## src/rtl/ex_mem_pipe_pkg.sv

```systemverilog
// Shared types and constants for the EX->MEM pipeline stage.
// Default field widths, the NOP ex_code and the skid-buffer state encoding.
package ex_mem_pipe_pkg;

    localparam int REG_W_DEF  = 32;
    localparam int REG_AW_DEF = 5;
    localparam int MEM_W_DEF  = 32;
    localparam int MEM_AW_DEF = 32;
    localparam int OPC_W_DEF  = 7;
    localparam int EXC_W_DEF  = 8;

    localparam logic [EXC_W_DEF-1:0] EXC_NOP = 8'h00;

    typedef struct packed {
        logic [MEM_W_DEF-1:0]  mem_wdata;
        logic [MEM_AW_DEF-1:0] mem_raddr;
        logic [MEM_AW_DEF-1:0] mem_waddr;
        logic [REG_W_DEF-1:0]  reg_wdata;
        logic                  reg_we;
        logic [REG_AW_DEF-1:0] reg_waddr;
        logic [OPC_W_DEF-1:0]  opcode;
        logic [EXC_W_DEF-1:0]  ex_code;
    } ex_mem_pkt_t;

    typedef enum logic [1:0] {
        SKID_EMPTY = 2'd0,
        SKID_ONE   = 2'd1,
        SKID_FULL  = 2'd2
    } skid_state_e;

    function automatic int pkt_width(input int reg_w, input int reg_aw, input int mem_w,
                                     input int mem_aw, input int opc_w, input int exc_w);
        return mem_w + 2 * mem_aw + reg_w + 1 + reg_aw + opc_w + exc_w;
    endfunction

endpackage

```

## src/rtl/ex_mem_pipe_skid_buf.sv

```systemverilog
// Generic 2-entry skid buffer with flush. With SKID=0 it degrades to a single
// entry whose ready is combinational from out_ready_i.
module pipe_skid_buf
    import ex_mem_pipe_pkg::*;
#(
    parameter int W    = 8,
    parameter bit SKID = 1'b1
) (
    input  logic         clk,
    input  logic         rst_n,
    input  logic         flush_i,
    input  logic         in_valid_i,
    output logic         in_ready_o,
    input  logic [W-1:0] in_data_i,
    output logic         out_valid_o,
    input  logic         out_ready_i,
    output logic [W-1:0] out_data_o
);

    skid_state_e  state_q, state_d;
    logic [W-1:0] head_q, head_d;
    logic [W-1:0] skid_q, skid_d;
    logic         rdy_q, rdy_d;
    logic         accept_s;
    logic         retire_s;

    assign out_valid_o = (state_q != SKID_EMPTY);
    assign out_data_o  = head_q;
    // Registered ready keeps MEM back-pressure off the EX timing path.
    assign in_ready_o  = SKID ? rdy_q : (!out_valid_o || out_ready_i);
    assign accept_s    = in_valid_i && in_ready_o && !flush_i;
    assign retire_s    = out_valid_o && out_ready_i && !flush_i;

    // Next-state and payload steering.
    always_comb begin
        state_d = state_q;
        head_d  = head_q;
        skid_d  = skid_q;
        if (flush_i) begin
            state_d = SKID_EMPTY;
        end else begin
            case (state_q)
                SKID_EMPTY: begin
                    if (accept_s) begin
                        state_d = SKID_ONE;
                        head_d  = in_data_i;
                    end else begin
                        state_d = SKID_EMPTY;
                    end
                end
                SKID_ONE: begin
                    if (accept_s && retire_s) begin
                        head_d = in_data_i;
                    end else if (accept_s) begin
                        state_d = SKID_FULL;
                        skid_d  = in_data_i;
                    end else if (retire_s) begin
                        state_d = SKID_EMPTY;
                    end else begin
                        state_d = SKID_ONE;
                    end
                end
                SKID_FULL: begin
                    if (retire_s) begin
                        state_d = SKID_ONE;
                        head_d  = skid_q;
                    end else begin
                        state_d = SKID_FULL;
                    end
                end
                default: begin
                    state_d = SKID_EMPTY;
                end
            endcase
        end
        rdy_d = (state_d != SKID_FULL);
    end

    // State and payload registers; payload survives a flush.
    always_ff @(posedge clk) begin
        if (!rst_n) begin
            state_q <= SKID_EMPTY;
            head_q  <= '0;
            skid_q  <= '0;
            rdy_q   <= 1'b1;
        end else begin
            state_q <= state_d;
            head_q  <= head_d;
            skid_q  <= skid_d;
            rdy_q   <= rdy_d;
        end
    end

endmodule

```

## src/rtl/ex_mem_pipe.sv

```systemverilog
// EX->MEM pipeline stage: packs memory/writeback fields into a skid buffer
// and provides forwarding taps from the EX input and the MEM-side head.
module ex_mem_pipe
    import ex_mem_pipe_pkg::*;
#(
    parameter int REG_W  = REG_W_DEF,
    parameter int REG_AW = REG_AW_DEF,
    parameter int MEM_W  = MEM_W_DEF,
    parameter int MEM_AW = MEM_AW_DEF,
    parameter int OPC_W  = OPC_W_DEF,
    parameter int EXC_W  = EXC_W_DEF,
    parameter bit SKID   = 1'b1
) (
    input  logic              clk,
    input  logic              rst_n,
    input  logic              flush_i,
    input  logic              in_valid_i,
    output logic              in_ready_o,
    input  logic [MEM_W-1:0]  in_mem_wdata_i,
    input  logic [MEM_AW-1:0] in_mem_raddr_i,
    input  logic [MEM_AW-1:0] in_mem_waddr_i,
    input  logic [REG_W-1:0]  in_reg_wdata_i,
    input  logic              in_reg_we_i,
    input  logic [REG_AW-1:0] in_reg_waddr_i,
    input  logic [OPC_W-1:0]  in_opcode_i,
    input  logic [EXC_W-1:0]  in_ex_code_i,
    output logic              out_valid_o,
    input  logic              out_ready_i,
    output logic [MEM_W-1:0]  out_mem_wdata_o,
    output logic [MEM_AW-1:0] out_mem_raddr_o,
    output logic [MEM_AW-1:0] out_mem_waddr_o,
    output logic [REG_W-1:0]  out_reg_wdata_o,
    output logic              out_reg_we_o,
    output logic [REG_AW-1:0] out_reg_waddr_o,
    output logic [OPC_W-1:0]  out_opcode_o,
    output logic [EXC_W-1:0]  out_ex_code_o,
    output logic              fwd_ex_we_o,
    output logic [REG_AW-1:0] fwd_ex_addr_o,
    output logic [REG_W-1:0]  fwd_ex_data_o,
    output logic              fwd_mem_we_o,
    output logic [REG_AW-1:0] fwd_mem_addr_o,
    output logic [REG_W-1:0]  fwd_mem_data_o
);

    localparam int PKT_W = pkt_width(REG_W, REG_AW, MEM_W, MEM_AW, OPC_W, EXC_W);

    logic [PKT_W-1:0] in_pkt_s;
    logic [PKT_W-1:0] head_pkt_s;
    logic             head_we_s;

    assign in_pkt_s = {in_mem_wdata_i, in_mem_raddr_i, in_mem_waddr_i, in_reg_wdata_i,
                       in_reg_we_i, in_reg_waddr_i, in_opcode_i, in_ex_code_i};

    pipe_skid_buf #(
        .W    (PKT_W),
        .SKID (SKID)
    ) u_skid (
        .clk         (clk),
        .rst_n       (rst_n),
        .flush_i     (flush_i),
        .in_valid_i  (in_valid_i),
        .in_ready_o  (in_ready_o),
        .in_data_i   (in_pkt_s),
        .out_valid_o (out_valid_o),
        .out_ready_i (out_ready_i),
        .out_data_o  (head_pkt_s)
    );

    assign {out_mem_wdata_o, out_mem_raddr_o, out_mem_waddr_o, out_reg_wdata_o,
            head_we_s, out_reg_waddr_o, out_opcode_o, out_ex_code_o} = head_pkt_s;

    // A stale head left behind by a flush must never look like a write.
    assign out_reg_we_o   = head_we_s && out_valid_o;

    assign fwd_ex_we_o    = in_reg_we_i && in_valid_i && !flush_i;
    assign fwd_ex_addr_o  = in_reg_waddr_i;
    assign fwd_ex_data_o  = in_reg_wdata_i;

    assign fwd_mem_we_o   = out_reg_we_o;
    assign fwd_mem_addr_o = out_reg_waddr_o;
    assign fwd_mem_data_o = out_reg_wdata_o;

endmodule

```

## config.mk

```make
export PLATFORM = sky130hd
export DESIGN_NAME = ex_mem_pipe
export DESIGN_NICKNAME = d
export VERILOG_FILES = /design/src/rtl/ex_mem_pipe_pkg.sv /design/src/rtl/ex_mem_pipe_skid_buf.sv /design/src/rtl/ex_mem_pipe.sv
export SDC_FILE = /design/constraint.sdc
export NUM_CORES = 1
export LEC_CHECK = 0
export CAP_MARGIN = 15
export CORE_MARGIN = 8
export CORE_UTILIZATION = 49
export DETAILED_ROUTE_END_ITERATION = 10
export PLACE_DENSITY = 0.79
export SLEW_MARGIN = 20
export SYNTH_ARGS = -nofsm -noshare
export SYNTH_HDL_FRONTEND = slang
export SYNTH_SLANG_ARGS = --single-unit
```

## constraint.sdc

```tcl
create_clock -name clk -period 2.2 [get_ports clk]
set_clock_uncertainty 0.2 [all_clocks]
set_input_delay 0.44 -clock clk [delete_from_list [all_inputs] [get_ports clk]]
set_output_delay 0.44 -clock clk [all_outputs]
set_load 0.05 [all_outputs]
```

==> results.txt, run 1 <==
----------------------------------------------------
[Critical path]
  Cell depth of the worst flop-to-flop path ... 7
  Startpoint-to-endpoint class of the critical path ... reg2out
  Number of logic stages on the critical path including buffering ... 3
  Critical path's largest stage delay ... 360 ps
  Category of cells accounting for the largest share of critical-path delay ... simple AND/OR/NAND/NOR gates
  Kind of launch point of the worst setup path ... flip-flop
  Required time at the endpoint of the critical path ... 1560 ps
  Nature of the critical path endpoint ... output pin
  Critical-path cell with the highest stage delay ... dfxtp_1
  Top fanout value on the critical path ... 6
  Cells along the critical path ... or2_4 > and2_4 > buf_12
  Critical path buffer and inverter count ... 1
  Crit path DAT ... 1500 ps

[Clock network]
  CTS Buffer Depth ... 3
  Clock sink count ... 301
  Clock Latency Late Sink ... 540 ps
  Number of buffers created by CTS ... 30
  Clk Tree Root Cell ... clkbuf_16
  CTS clk-pin slew, worst paths ... 60 ps
  TritonCTS clock tree ... done
  H-tree levels ... 1

[Min path]
  Min-Delay Path Depth ... 2
  Hold WC Path Type ... in2reg

[Layout]
  Share of layout cells above drive strength 1 ... 12.0%
  Number of diodes ... 0
  Leading cell type in the layout, fill and taps excluded ... nand2_1
  Synthesis-to-layout area growth ... 27.9%
  Final net count ... 1851
  Final core utilization ... 63.5%
  Filler-free cell count of the finished design ... 2103
  Top library cells by usage in the layout, fill and taps aside ... 449 x nand2_1, 300 x dfxtp_1, 152 x clkdlybuf4s50_1

[Power]
  Switching Share ... 29.4%
  Sequential cell fraction of total power ... 42.9%
  Worst voltage drop across the vdd grid ... 0.570 mV
  Internal cell power ... 9.63 mW
  Share of total power in combinational logic ... 20.7%
  Power Density ... 748 nW/µm²
  Sw power ... 4.01 mW
  Share of power burned in the clock network ... 36.4%
  Reported leakage power ... 9.77 nW

[Logic synthesis]
  Register bit total from synthesis ... 301
  Mapped Cells ... 1555
  Post-synth net total ... 1709
  Fraction of the mapped netlist area in simple logic gates ... 12.5%
  Adder and majority cell fraction of the synthesized area ... 0%
  Compound-gate portion of the synthesized area ... 18.5%
  Yosys cell types ... 26
  Synth warnings ... 0
  Post-Synth XOR/XNOR Area ... 0.0614%
  Mux contribution to synthesized area ... 10.5%
  Portion of the post-synthesis area used by sequential elements ... 42.2%
  Dominant combinational cell family by area after synthesis ... compound AO/OA/AOI/OAI gates
  Synth Cell Area ... 14300 µm²
  Synthesized area per cell ... 9.17 µm²

[Floorplanning]
  Boundary pin count ... 381
  Initial cell density of the core ... 49.7%
  Die extent in y ... 187 µm
  Die X ... 187 µm
  Total die area ... 34800 µm²
  Core outline area ... 28700 µm²
  Row count ... 62

[Routing]
  WL per Instance ... 17.7 µm
  Average via count per standard cell ... 5.16
  Violation count after the first detailed-routing iteration ... 600
  Via total after detailed routing ... 10900
  Residual antenna-violating net count after detailed routing ... 0
  First-pass detailed-route iteration total ... 7
  Final routed wirelength across all metal layers ... 37100 µm
  Residual DRC ... 0

[Timing]
  Final cycle utilization of the critical path ... 97.1%
  Final-report hold violation count ... 0
  Peak Freq ... 0.468 GHz
  Final number of setup-violating endpoints ... 0
  Max-Slew Margin vs Limit ... 62.8%
  Final critical-path setup slack ... 62.9 ps
  Slew at the pin closest to its max-slew limit ... 561 ps
  Worst hold-check slack ... 223 ps
  Crit path time final ... 2140 ps
  Final-report max-slew violation count ... 0
  Setup repair after global routing missed its margin ... no
  Total Neg Setup Slack ... 0 ps

[Placement]
  Routability cong. ... 0.789
  Number of placed instances, taps included ... 2048
  Port Buffers ... 380
  Worst-case setup slack after placement ... -222 ps
  Total half-perimeter wirelength after legalization and detailed placement ... 26900 µm

[GRT]
  Number of antenna violations at the first check in global routing ... 1
  Wire length of the first global-routing pass ... 58800 µm
  Maximum number of pins on one net before global-route repair ... 81
  Remaining global-route overflow ... 0
  Global router's overall resource usage ... 20.1%
  Number of global-route vias before repair ... 10900

[Run status]
  Run status ... complete, no violations

[Run]
  Number of violations of the max-capacitance limit ... 0

----------------------------------------------------
-- kinds of logic (layout without fill, tap and decap cells) --
| kind of cell | Yosys count | count (layout) |
|---|---|---|
| AND/OR/NAND/NOR | 462 | 462 |
| buffers and inverters | 340 | 504 |
| AO/OA/AOI/OAI | 302 | 302 |
| flip-flops | 301 | 301 |
| multiplexers | 149 | 149 |
| XOR/XNOR | 1 | 1 |
-- per-stage QoR --
step / power [mW] / area (µm²)
finish: 13.6 / 18200
CTS: 13.8 / 18200
global placement: 8.92 / 17400
floorplan: 8.08 / 14300
detailed placement: 8.96 / 17400
global route: 14.2 / 18200
-- flip-flops by register name, indices dropped and copies added, names as in the netlist --
signal,cells
u_skid.in_ready_o,1
u_skid.out_data_o,149
u_skid.skid_q,149
u_skid.state_q,2
-- cells in the mapped netlist, drive strengths merged --
cell type	number	area, µm²
or4	1	7.51
and3b	1	8.76
a31oi	1	6.26
and2	1	6.26
nand3b	1	7.51
dfxtp	301	6030
nor4	1	12.5
a211oi	1	7.51
nor2	1	3.75
nor2b	1	6.26
clkbuf	42	158
nand2	449	1690
a211o	1	8.76
o21ai	1	5.00
a21boi	149	1120
or2	1	6.26
nand4bb	1	11.3
nand4b	1	8.76
o211a	149	1490
mux2i	149	1490
nand2b	3	18.8
xnor2	1	8.76
buf	298	2160
-- metal layers --
metal / GRT usage, % / vias up / wire length [µm]
met2: 34.8 / 309 / 17900
met1: 23.8 / 5203 / 15400
met5: 0 / - / 11
li1: - / 5288 / -
met3: 6.34 / 56 / 2830
met4: 5.13 / 2 / 923
-- area by class of cell --
| type | instances | area (µm²) |
|---|---|---|
| fill | 2371 | 10500 |
| sequential | 301 | 6030 |
| clock inverter | 9 | 72.6 |
| clock buffer | 45 | 888 |
| tap | 384 | 480 |
| timing repair buffer | 450 | 4810 |
| multi-input combinational | 914 | 5960 |
-- what timing repair did --
action                     in CTS  in global routing
resized for setup             149                  0
hold buffers                    0                  0
buffers inserted                1                  0
setup endpoints to repair     146                  0
hold endpoints to repair        0                  0
-- path summary, 6_finish.rpt --
check / start / to / slack, ps
max: u_skid.state_q[0] / out_reg_we_o / 60
min: rst_n / u_skid.out_data_o[12] / 220
max reg2reg: u_skid.state_q[1] / u_skid.out_data_o[98] / 230
min reg2reg: u_skid.skid_q[32] / u_skid.skid_q[32] / 250
-- power groups by stage --
stage          combinational (mW)  clock (mW)  sequential, mW
2_1_floorplan                2.15           0            5.92
3_3_place_gp                 2.95           0            5.97
3_5_place_dp                 2.98           0            5.98
4_1_cts                      2.85        5.07            5.86
5_1_grt                      2.96        5.32            5.88
6_report                     2.82        4.96            5.86
Power figures use the tool's default switching activity.
==> run 2, diff against run 1 <==
Settings changed: PLACE_DENSITY 0.79 to 0.81, SETUP_SLACK_MARGIN set to 0.02.
==> run 2 against run 1 <==
Compared with the run above: final cell count is 0.62% lower; critical endpoint is now fwd_mem_we_o; die area stayed put; total power is 1.5% higher; highest routed layer unchanged; largest cell class unchanged; final area is 0.89% lower.
==> results.txt, run 2 (synthesis results as in run 1) <==
----------------------------------------------------
[Run status]
  Run status ... complete, no violations (unchanged)

[GRT]
  Number of global-route vias before repair ... 10700 (was 10900)
  Number of antenna violations at the first check in global routing ... 3 (was 1)
  Wire length of the first global-routing pass ... 57900 µm (was 58800 µm)
  Remaining global-route overflow ... 0 (unchanged)
  Maximum number of pins on one net before global-route repair ... 82 (was 81)
  Global router's overall resource usage ... 19.8% (was 20.1%)

[Timing]
  Final number of setup-violating endpoints ... 0 (unchanged)
  Crit path time final ... 2120 ps (was 2140 ps)
  Worst hold-check slack ... 171 ps (was 223 ps)
  Setup repair after global routing missed its margin ... yes (was no)
  Slew at the pin closest to its max-slew limit ... 559 ps (was 561 ps)
  Final-report max-slew violation count ... 0 (unchanged)
  Peak Freq ... 0.472 GHz (was 0.468 GHz)
  Final-report hold violation count ... 0 (unchanged)
  Final critical-path setup slack ... 83.5 ps (was 62.9 ps)
  Final cycle utilization of the critical path ... 96.2% (was 97.1%)
  Max-Slew Margin vs Limit ... 62.8% (about the same)

[Layout]
  Leading cell type in the layout, fill and taps excluded ... nand2_1 (unchanged)
  Filler-free cell count of the finished design ... 2090 (was 2103)
  Final core utilization ... 63.0% (was 63.5%)
  Sequential cell area ... 6030 µm² (about the same)
  Synthesis-to-layout area growth ... 26.7% (was 27.9%)
  Area occupied by multi-input gates ... 5960 µm² (unchanged)
  Top library cells by usage in the layout, fill and taps aside ... 449 x nand2_1, 298 x dfxtp_1, 152 x clkdlybuf4s50_1 (was 449 x nand2_1, 300 x dfxtp_1, 152 x clkdlybuf4s50_1)
  Count of filler cells inserted in the layout ... 2369 (was 2371)
  Share of layout cells above drive strength 1 ... 12.1% (was 12.0%)
  Final net count ... 1838 (was 1851)

[Power]
  Share of power burned in the clock network ... 37.5% (was 36.4%)
  Internal cell power ... 9.80 mW (was 9.63 mW)
  Worst voltage drop across the vdd grid ... 0.659 mV (was 0.570 mV)
  Sw power ... 4.04 mW (was 4.01 mW)
  Switching Share ... 29.2% (was 29.4%)
  Sequential cell fraction of total power ... 42.3% (was 42.9%)
  Share of total power in combinational logic ... 20.2% (was 20.7%)
  Power Density ... 766 nW/µm² (was 748 nW/µm²)
  Reported leakage power ... 9.67 nW (was 9.77 nW)

[Critical path]
  Launch point of the critical path ... u_skid.state_q[0] (unchanged)
  Kind of launch point of the worst setup path ... flip-flop (unchanged)
  Startpoint-to-endpoint class of the critical path ... reg2out (unchanged)
  Register-to-Register Setup Slack ... 230 ps (about the same)
  Top fanout value on the critical path ... 6 (unchanged)
  Launching point of the worst reg2reg path ... u_skid.state_q[1] (unchanged)
  Required time at the endpoint of the critical path ... 1560 ps (about the same)
  Nature of the critical path endpoint ... output pin (unchanged)
  Endpoint of the worst register-to-register path ... u_skid.out_data_o[26] (was u_skid.out_data_o[98])
  Crit path DAT ... 1480 ps (was 1500 ps)
  Critical-path cell with the highest stage delay ... dfxtp_4 (was dfxtp_1)
  Critical path's largest stage delay ... 360 ps (about the same)
  Cell depth of the worst flop-to-flop path ... 7 (unchanged)
  Cells along the critical path ... or2_4 > and2_4 > buf_12 (unchanged)
  CP Capture Point ... fwd_mem_we_o (was out_reg_we_o)

[Routing]
  Residual DRC ... 0 (unchanged)
  Average via count per standard cell ... 5.17 (was 5.16)
  First-pass detailed-route iteration total ... 5 (was 7)
  Violation count after the first detailed-routing iteration ... 633 (was 600)
  Residual antenna-violating net count after detailed routing ... 0 (unchanged)
  Final routed wirelength across all metal layers ... 36800 µm (was 37100 µm)
  Via total after detailed routing ... 10800 (was 10900)
  WL per Instance ... 17.6 µm (was 17.7 µm)

[Placement]
  Number of placed instances, taps included ... 2033 (was 2048)
  Routability cong. ... 0.771 (was 0.789)
  Port Buffers ... 380 (unchanged)
  Total half-perimeter wirelength after legalization and detailed placement ... 26100 µm (was 26900 µm)
  Worst-case setup slack after placement ... -217 ps (was -222 ps)

[Floorplanning]
  Core outline area ... 28700 µm² (unchanged)
  Initial cell density of the core ... 49.7% (unchanged)
  Total die area ... 34800 µm² (unchanged)
  Die extent in y ... 187 µm (unchanged)
  Die X ... 187 µm (unchanged)
  Boundary pin count ... 381 (unchanged)
  Row count ... 62 (unchanged)

[Clock network]
  H-tree levels ... 1 (unchanged)
  Clk Tree Root Cell ... clkbuf_16 (unchanged)
  Hold buffer count at cts ... 0 (unchanged)
  Clock sink count ... 301 (unchanged)
  Clock Latency Late Sink ... 540 ps (about the same)
  Number of buffers created by CTS ... 31 (was 30)
  CTS clk-pin slew, worst paths ... 60 ps (about the same)
  TritonCTS clock tree ... done (unchanged)
  CTS Buffer Depth ... 3 (unchanged)

[Run]
  Number of violations of the max-capacitance limit ... 0 (unchanged)

[Min path]
  Hold WC Path Type ... in2reg (unchanged)

----------------------------------------------------
-- run 2: cell types whose count changed in the layout (fill, tap and decap cells not counted), sizes merged --
cell,before,now
inv,0,1
clkbuf,46,44
dlygate4sd2,144,135
bufinv,1,2
diode,0,1
buf,153,146
clkdlybuf4s15,0,2
-- run 2: metrics by stage --
stage,TNS (ps),area (µm²),power [mW]
after floorplan,0,14300,8.08
after global placement,-25510,17200,8.88
after detailed placement,-37300,17200,8.92
after CTS,0,18100,14.0
after global routing,0,18100,14.3
final,0,18100,13.8
-- run 2: how the worst min path moves through the flow --
| stage | cells after the start | endpoint | from | slack [ps] |
|---|---|---|---|---|
| finish | 2 | u_skid.out_data_o[17] | rst_n | 170 |
| global route | 2 | u_skid.out_data_o[17] | rst_n | 180 |
| CTS | 2 | u_skid.out_data_o[17] | rst_n | 150 |
| detailed placement | 2 | u_skid.skid_q[28] | u_skid.skid_q[28] | 240 |
| global placement | 2 | u_skid.skid_q[83] | u_skid.skid_q[83] | 240 |
| floorplan | 2 | u_skid.skid_q[0] | u_skid.skid_q[0] | 230 |
-- run 2: area by class of cell --
class                           count  area share (%)
Sequential cell                   301            33.4
Timing Repair Buffer              436            25.4
Clock inverter                     11           0.630
Clock buffer                       43            4.98
Multi-Input combinational cell    914            33.0
Tap cell                          384            2.66
Antenna cell                        1          0.0138
-- run 2: per-layer routing --
layer,GRT usage (%),up-vias,wire length [µm]
li1,-,5262,-
met1,23.2,5158,15200
met2,34.4,309,17700
met3,6.39,69,2850
met4,5.25,4,998
met5,0,-,27
-- run 2: critical path, delay by kind of cell (launching register included) --
kind | cells | cell delay, ps
AND/OR/NAND/NOR | 2 | 420
buffers and inverters | 1 | 140
flip-flops | 1 | 360
-- run 2: power groups by stage --
stage	registers (mW)	logic, mW	clock network (mW)
global route	5.88	2.92	5.54
finish	5.85	2.79	5.19
CTS	5.86	2.81	5.32
detailed placement	5.98	2.94	0
floorplan	5.92	2.15	0
global placement	5.98	2.91	0
-- run 2: what timing repair did --
item                       CTS  global route
gates resized for setup    143             3
setup buffers                1             1
setup endpoints to repair  140             4
==> run 3, diff against run 2 <==
Settings changed: SKIP_CTS_REPAIR_TIMING set to 1.
==> run 3 against run 2 <==
Compared with the run above: sequential cell count stayed put; register-to-register slack about the same; combinational power rose by 5%; final area is 2.9% higher; clock power about the same; global-route usage stayed put; first-iteration DRC count is 12% lower; worst setup slack got worse by 20 ps; highest routed layer unchanged.
==> results.txt, run 3 (synthesis results as in run 1) <==
----------------------------------------------------
[Layout]
  Count of filler cells inserted in the layout ... 2223 (was 2369)
  Top library cells by usage in the layout, fill and taps aside ... 449 x nand2_1, 298 x dfxtp_1, 152 x clkdlybuf4s50_1 (unchanged)
  Final core utilization ... 64.8% (was 63.0%)
  Share of layout cells above drive strength 1 ... 12.1% (about the same)
  Synthesis-to-layout area growth ... 30.4% (was 26.7%)
  Final net count ... 1839 (was 1838)
  Leading cell type in the layout, fill and taps excluded ... nand2_1 (unchanged)
  Sequential cell area ... 6030 µm² (unchanged)
  Area occupied by multi-input gates ... 5960 µm² (unchanged)

[Timing]
  Final number of setup-violating endpoints ... 0 (unchanged)
  Final-report hold violation count ... 0 (unchanged)
  Final critical-path setup slack ... 63.4 ps (was 83.5 ps)
  Setup repair after global routing missed its margin ... yes (unchanged)
  Peak Freq ... 0.468 GHz (was 0.472 GHz)
  Final-report max-slew violation count ... 0 (unchanged)
  Total Neg Setup Slack ... 0 ps (unchanged)
  Final cycle utilization of the critical path ... 97.1% (was 96.2%)
  Max-Slew Margin vs Limit ... 62.3% (was 62.8%)
  Slew at the pin closest to its max-slew limit ... 565 ps (was 559 ps)
  Crit path time final ... 2140 ps (was 2120 ps)

[Power]
  Share of power burned in the clock network ... 37.2% (was 37.5%)
  Sequential cell fraction of total power ... 41.9% (was 42.3%)
  Reported leakage power ... 11.3 nW (was 9.67 nW)
  Share of total power in combinational logic ... 20.9% (was 20.2%)
  Switching Share ... 29.0% (was 29.2%)
  Internal cell power ... 9.92 mW (was 9.80 mW)
  Sw power ... 4.05 mW (was 4.04 mW)
  Worst voltage drop across the vdd grid ... 0.663 mV (was 0.659 mV)
  Power Density ... 751 nW/µm² (was 766 nW/µm²)

[Clock network]
  Number of buffers created by CTS ... 31 (unchanged)
  CTS clk-pin slew, worst paths ... 60 ps (about the same)
  H-tree levels ... 1 (unchanged)
  CTS Buffer Depth ... 3 (unchanged)
  Clock Latency Late Sink ... 540 ps (about the same)
  Clk Tree Root Cell ... clkbuf_16 (unchanged)
  TritonCTS clock tree ... done (unchanged)
  Clock sink count ... 301 (unchanged)

[GRT]
  Wire length of the first global-routing pass ... 57900 µm (about the same)
  Number of global-route vias before repair ... 10700 (about the same)
  Number of antenna violations at the first check in global routing ... 3 (unchanged)
  Global router's overall resource usage ... 19.8% (unchanged)
  Maximum number of pins on one net before global-route repair ... 82 (unchanged)
  Remaining global-route overflow ... 0 (unchanged)

[Routing]
  Residual antenna-violating net count after detailed routing ... 0 (unchanged)
  First-pass detailed-route iteration total ... 7 (was 5)
  Average via count per standard cell ... 5.20 (was 5.17)
  Final routed wirelength across all metal layers ... 37600 µm (was 36800 µm)
  Via total after detailed routing ... 10900 (was 10800)
  Violation count after the first detailed-routing iteration ... 558 (was 633)
  Residual DRC ... 0 (unchanged)
  WL per Instance ... 18.0 µm (was 17.6 µm)

[Critical path]
  Top fanout value on the critical path ... 6 (unchanged)
  Crit path DAT ... 1500 ps (was 1480 ps)
  Nature of the critical path endpoint ... output pin (unchanged)
  Required time at the endpoint of the critical path ... 1560 ps (about the same)
  Startpoint-to-endpoint class of the critical path ... reg2out (unchanged)
  Kind of launch point of the worst setup path ... flip-flop (unchanged)

[Floorplanning]
  Die X ... 187 µm (unchanged)
  Total die area ... 34800 µm² (unchanged)
  Row count ... 62 (unchanged)
  Initial cell density of the core ... 49.7% (unchanged)
  Die extent in y ... 187 µm (unchanged)
  Boundary pin count ... 381 (unchanged)
  Core outline area ... 28700 µm² (unchanged)

[Placement]
  Port Buffers ... 380 (unchanged)
  Routability cong. ... 0.771 (unchanged)
  Worst-case setup slack after placement ... -217 ps (unchanged)
  Total half-perimeter wirelength after legalization and detailed placement ... 26100 µm (unchanged)

[Run]
  Number of violations of the max-capacitance limit ... 0 (unchanged)

[Min path]
  Hold WC Path Type ... in2reg (unchanged)

[Run status]
  Run status ... complete, no violations (unchanged)

----------------------------------------------------
[run 3: cell types whose count changed in the layout (fill, tap and decap cells not counted), sizes merged]
cell and delta:
buf +1, clkdlybuf4s15 -2, dlygate4sd2 -135, dlymetal6s2s +137
[run 3: per-stage QoR]
| step | power, mW | cell area (µm²) | hold slack (ps) | std cells |
|---|---|---|---|---|
| after CTS | 14.1 | 18200 | 153 | 2087 |
| after floorplan | 8.08 | 14300 | 234 | 1555 |
| after global placement | 8.88 | 17200 | 239 | 2033 |
| after detailed placement | 8.92 | 17200 | 245 | 2033 |
| after global routing | 14.5 | 18600 | 179 | 2090 |
| final | 14.0 | 18600 | 173 | 2091 |
[run 3: per-layer routing]
metal	GRT usage, %	share of wire [%]
met5	0	0.072
met4	5.25	2.7
met3	6.38	7.4
met2	34.4	49
met1	23.2	41
[run 3: path summary, 6_finish.rpt]
path | from | endpoint | slack [ps] | depth (start not counted)
worst min-delay path | rst_n | u_skid.out_data_o[17] | 170 | 2
worst min register to register | u_skid.skid_q[34] | u_skid.skid_q[34] | 250 | 2
worst max-delay path | u_skid.state_q[0] | out_reg_we_o | 60 | 3
worst max register to register | u_skid.state_q[1] | u_skid.out_data_o[26] | 230 | 7
[run 3: power groups by stage]
stage / logic, mW / clock network, mW / registers (mW)
6_report: 2.92 / 5.19 / 5.86
5_1_grt: 3.05 / 5.54 / 5.88
4_1_cts: 2.95 / 5.32 / 5.87
3_5_place_dp: 2.94 / 0 / 5.98
3_3_place_gp: 2.91 / 0 / 5.98
2_1_floorplan: 2.15 / 0 / 5.92
[run 3: critical path: stages, from the launching register on]
cell and delay, ps:
dfxtp_4 360, or2_4 260, and2_4 180, buf_12 140
[run 3: layout make-up]
cell class,instances,area share (%)
repair buffers,437,27.4
well taps,384,2.58
clock buffers,43,4.84
flip-flops and latches,301,32.4
multi-input cells,914,32.1
clock inverters,11,0.612
diodes,1,0.0135
